## src/rtl/controlador_nonce.sv

```systemverilog
// ----------------------------------------------------------------------------
// controlador_nonce
//
// Sequencing controller for the micro_ucr_hash datapath. An accepted start
// captures a 96-bit data block and an 8-bit target. The controller then feeds
// the datapath one 128-bit block per cycle, {datos, nonce}, with the nonce
// counting up from 0. A tag pipe of depth LATENCIA carries {valid, nonce} for
// every issued block, so each incoming H can be matched to the nonce that
// produced it. The search stops on the first hit, or once every nonce up to
// NONCE_LIMITE has been issued and its result has come back.
//
// Parameters:
//   LATENCIA      cycles from bloque to the matching H (0 = combinational)
//   NONCE_LIMITE  last nonce issued, inclusive
//
// Ports:
//   clk               clock, rising edge
//   inicio            synchronous active-low reset
//   arrancar          start pulse (accepted in REPOSO and HECHO only)
//   bloque_datos      96-bit data block, captured on start
//   target            8-bit difficulty, captured on start
//   H                 24-bit hash returned by the datapath
//   bloque            {datos_capturados, nonce}, nonce in [31:0]
//   valido_bloque     bloque carries a live nonce this cycle
//   ocupado           search or drain in progress
//   terminado         result available
//   encontrado        1 = hit, valid while terminado
//   nonce_encontrado  winning nonce
//   hash_encontrado   winning hash
// ----------------------------------------------------------------------------
module controlador_nonce #(
    parameter int          LATENCIA     = 2,
    parameter logic [31:0] NONCE_LIMITE = 32'hFFFF_FFFF
) (
    input  logic         clk,
    input  logic         inicio,
    input  logic         arrancar,
    input  logic [95:0]  bloque_datos,
    input  logic [7:0]   target,
    input  logic [23:0]  H,
    output logic [127:0] bloque,
    output logic         valido_bloque,
    output logic         ocupado,
    output logic         terminado,
    output logic         encontrado,
    output logic [31:0]  nonce_encontrado,
    output logic [23:0]  hash_encontrado
);

    typedef enum logic [1:0] {
        REPOSO   = 2'd0,
        BUSCANDO = 2'd1,
        DRENANDO = 2'd2,
        HECHO    = 2'd3
    } estado_t;

    estado_t     estado;
    estado_t     estado_sig;

    logic [95:0] datos_reg;
    logic [7:0]  target_reg;
    logic [31:0] nonce;

    logic        acepta;
    logic        tag_valido;
    logic [31:0] tag_nonce;
    logic        quedan;
    logic        hay_hit;

    assign bloque = {datos_reg, nonce};

    generate
        if (LATENCIA == 0) begin : g_directo
            // Combinational datapath: the block on the bus right now is the
            // one whose hash is arriving, and nothing is ever in flight.
            assign tag_valido = valido_bloque;
            assign tag_nonce  = nonce;
            assign quedan     = 1'b0;
        end else begin : g_pipe
            logic [32:0] pipe [LATENCIA];

            // Tag pipe: one {valid, nonce} entry per issued block. It is
            // flushed on a new start so tags discarded after a hit can never
            // be matched against hashes of the next search.
            always_ff @(posedge clk) begin
                if (!inicio || acepta) begin
                    for (int i = 0; i < LATENCIA; i++) begin
                        pipe[i] <= '0;
                    end
                end else begin
                    pipe[0] <= {valido_bloque, nonce};
                    for (int i = 1; i < LATENCIA; i++) begin
                        pipe[i] <= pipe[i-1];
                    end
                end
            end

            assign tag_valido = pipe[LATENCIA-1][32];
            assign tag_nonce  = pipe[LATENCIA-1][31:0];

            // Tags still behind the pipe output; the output entry itself is
            // consumed this cycle, so it does not count as remaining.
            always_comb begin
                quedan = 1'b0;
                for (int i = 0; i < LATENCIA - 1; i++) begin
                    quedan = quedan | pipe[i][32];
                end
            end
        end
    endgenerate

    // Only results returning during a search or drain are considered; both
    // hash bytes must be strictly below the captured target.
    assign hay_hit = tag_valido
                   && ((estado == BUSCANDO) || (estado == DRENANDO))
                   && (H[23:16] < target_reg)
                   && (H[15:8]  < target_reg);

    always_comb begin
        estado_sig = estado;
        acepta     = 1'b0;
        case (estado)
            REPOSO, HECHO: begin
                if (arrancar) begin
                    acepta     = 1'b1;
                    estado_sig = (target == 8'd0) ? HECHO : BUSCANDO;
                end
            end
            BUSCANDO: begin
                if (hay_hit) begin
                    estado_sig = HECHO;
                end else if (nonce == NONCE_LIMITE) begin
                    // With no latency there is nothing left to drain.
                    estado_sig = (LATENCIA == 0) ? HECHO : DRENANDO;
                end
            end
            DRENANDO: begin
                if (hay_hit || !quedan) begin
                    estado_sig = HECHO;
                end
            end
            default: estado_sig = REPOSO;
        endcase
    end

    // Status outputs are registered from the next state so they line up with
    // the state they describe. A start clears the previous result; a hit
    // latches the tag and hash seen at the pipe output.
    always_ff @(posedge clk) begin
        if (!inicio) begin
            estado           <= REPOSO;
            datos_reg        <= '0;
            target_reg       <= '0;
            nonce            <= '0;
            valido_bloque    <= 1'b0;
            ocupado          <= 1'b0;
            terminado        <= 1'b0;
            encontrado       <= 1'b0;
            nonce_encontrado <= '0;
            hash_encontrado  <= '0;
        end else begin
            estado        <= estado_sig;
            valido_bloque <= (estado_sig == BUSCANDO);
            ocupado       <= (estado_sig == BUSCANDO) || (estado_sig == DRENANDO);
            terminado     <= (estado_sig == HECHO);
            if (acepta) begin
                datos_reg        <= bloque_datos;
                target_reg       <= target;
                nonce            <= '0;
                encontrado       <= 1'b0;
                nonce_encontrado <= '0;
                hash_encontrado  <= '0;
            end else begin
                if ((estado == BUSCANDO) && (estado_sig == BUSCANDO)) begin
                    nonce <= nonce + 32'd1;
                end
                if (hay_hit) begin
                    encontrado       <= 1'b1;
                    nonce_encontrado <= tag_nonce;
                    hash_encontrado  <= H;
                end
            end
        end
    end

endmodule

```

## config.mk

```make
export PLATFORM = sky130hd
export DESIGN_NAME = controlador_nonce
export DESIGN_NICKNAME = d
export VERILOG_FILES = /design/src/rtl/controlador_nonce.sv
export SDC_FILE = /design/constraint.sdc
export NUM_CORES = 1
export LEC_CHECK = 0
export BUFFER_PORTS_ARGS = -buffer_cell sky130_fd_sc_hd__buf_2
export CORE_AREA = 2 2 203 205
export DETAILED_ROUTE_END_ITERATION = 10
export DIE_AREA = 0 0 205 207
export PLACE_DENSITY = 0.57
export SLEW_MARGIN = 5
export SYNTH_ARGS = -nofsm -noshare
export SYNTH_HDL_FRONTEND = slang
export SYNTH_SLANG_ARGS = --single-unit
```

## constraint.sdc

```tcl
create_clock -name clk -period 5 [get_ports clk]
set_input_delay 0 -clock clk [delete_from_list [all_inputs] [get_ports clk]]
set_output_delay 0 -clock clk [all_outputs]
set_load 0.1 [all_outputs]
```

==> out/results.ini <==
[critical_path]
endpoint_kind = flop
worstPathArrival_ns = 4.40
crit_type = flop to flop
crit_required_ns = 5.41
start_kind = flop
critPathMaxFanout = 11

[placement]
place_area_mm2 = 0.0119
place_congestion = 0.768
placed_cells = 1869
dp_hpwl_um = 18900
place_ws_ns = 0.998
port_buffers = 318

[sta]
finalHoldViolCount = 0
fin_skew_ns = 0.00781
timing.final.max_slew_violations = 0
max_freq_mhz = 251
setup-tns-final_ns = 0
relSlewSlack = 0.219
max_slew.worst_pin.slew_ns = 1.17
period_needed_ns = 3.99
rsz0062_at_grt = no
worst_slack_ns = 1.01
finalSetupViolCount = 0
min_period_over_period = 0.798

[synth]
yosysSeqAreaShare = 0.534
synth-xor-area-share = 0.0256
synth.most_common_cell = nand2_1
ys_seq_elements = 264
syn_area_per_cell_um2 = 9.09
synth_top_area_frac = 0.534
yosysUniqueCellTypes = 40
ys_async_sr_fraction = 0
synth-compound-area-share = 0.0961
synth.area.mux_share = 0.0566
yosys-top-cells-area = dfxtp_1 (53%), nand2_1 (13%), a21boi_0 (7.9%)
syn_nets = 1239
netlist_area_mm2 = 0.00990
ys.flop_type = dfxtp_1
yosysTopAreaCell = dfxtp_1
synth-simple-area-share = 0.226
yosys-top-cells-count = nand2_1 (336), dfxtp_1 (264), a21boi_0 (104)
synthCells = 1089
ys_warn_count = 0
synth_fa_ha_area_frac = 0.0240
synth_edf_count = 0
synth_top_family_by_area = simple AND/OR/NAND/NOR gates

[drt]
drc_errors = 0
vias = 8780
viasPerCell = 4.29
routedWlPerCell_um = 14.2
antenna_left = 0
drt_iter0_drc = 473
drt-pass1-iter-count = 4
wirelength_um = 29100

[die]
dieWidth_um = 205
start_util = 0.245
rows = 74
die_h_um = 207
die-area_mm2 = 0.0424
io_pins = 319
core_area_mm2 = 0.0404

[cts]
clkTransAtPathRegs_ns = 0.06
cts.sinks = 264
clock_latency_ns = 0.56
numCtsBuffers = 29
htreeDepth = 1
hold_buffers = 128
clk_path_buf_depth = 3
cts_root_buf = clkbuf_16
cts_tree = built
cts_resized = 0
post_cts_buffers = 0

[flow_run]
cap_violations = 0

[cells_and_area]
num_antenna_cells = 0
fin_util = 0.349
fin_area_mm2 = 0.0141
fin_cells = 2049
largest_reg_flops = 96
final_net_count = 1646
fill_cells = 4167
layout-drive-gt1-share = 0.249
area_growth_pct = 42.3

[power_and_ir_drop]
clock_power_share = 0.300
p_sw_frac = 0.428
max-vdd-ir-drop_mv = 0.352
p_int_w = 0.00395
switchingPower_w = 0.00295
p_per_area_mw_per_mm2 = 490
combPwrFrac = 0.351
seq_power_share = 0.349
leakage_nw = 6.21

[worst_hold_path]
min_path_type = input port to flop

[grt]
grt_max_degree = 114
grt-ovfl-total = 0
grt_pass1_wl_um = 45600
grt_pass1_vias = 8678
antenna_found_initial = 0
track_usage = 0.130

[outcome]
status = complete, no violations

layer usage:
| metal | vias to the layer above | part of all wire | track usage |
|---|---|---|---|
| met5 | - | 0 | 0 |
| met4 | 0 | 0.030 | 0.0479 |
| met2 | 264 | 0.45 | 0.212 |
| li1 | 4423 | - | - |
| met1 | 4031 | 0.45 | 0.166 |
| met3 | 62 | 0.070 | 0.0324 |
cell usage in the layout (no fill, tap or decap), drive strengths merged, types with 9 or more instances in the layout:
cell           n
buf          323
clkbuf        41
ha            19
nand4         14
a21boi       104
nand3         18
nor2          38
dfxtp        264
mux2i         56
dlygate4sd3  128
clkinv         9
xor2          26
nand2        336
inv           11
and3          71
worst paths after layout:
check / startpoint / endpoint / slack (ns) / cells after the start
worst max-delay path: estado[0] / nonce[12] / 1.01 / 13
worst min-delay path: inicio / g_pipe.pipe[0][34] / 0.07 / 2
worst max register to register: estado[0] / nonce[12] / 1.01 / 13
worst min register to register: g_pipe.pipe[0][55] / nonce_encontrado[22] / 0.44 / 2
logic make-up after synthesis:
kind of cell,after synthesis
and+or+nand+nor,507
DFF,264
AOI/OAI and AO/OA,129
buffers and inverters,85
muxes,56
xor gates and xnor gates,29
adders and majority gates,19
power groups by stage:
stage                     clock (W)  combinational, W  sequential (W)
final                       0.00207           0.00242         0.00241
after global routing        0.00223           0.00256         0.00243
after CTS                   0.00213           0.00242         0.00241
after detailed placement          0           0.00234         0.00245
after global placement            0           0.00233         0.00244
after floorplan                   0          0.000628         0.00373
through the flow:
step	power (W)	hold slack (ns)
detailed placement	0.00480	0.261
global route	0.00722	0.0737
floorplan	0.00436	0.142
CTS	0.00697	0.0290
finish	0.00690	0.0661
global placement	0.00477	0.250
area by class of cell:
type	instances	area (um^2)	share of cell area
sequential	264	5290	0.375
multi-input combinational	740	4260	0.302
timing repair buffer	451	2910	0.207
clock buffer	41	831	0.0589
tap	532	666	0.0472
clock inverter	11	98.8	0.00701
inverter	10	37.5	0.00266
critical path, stage by stage (launching register included):
cell and delay, ns:
dfxtp_1 0.39, inv_1 0.06, ha_1 0.44, or4b_1 0.57, a221oi_2 0.17, o221ai_1 0.16, nor3_2 0.30, a221o_1 0.23
ha_1 0.28, and4_1 0.32, and4_1 0.48, and4_1 0.27, xnor2_1 0.12, nor2_1 0.05
Power figures use the tool's default switching activity.
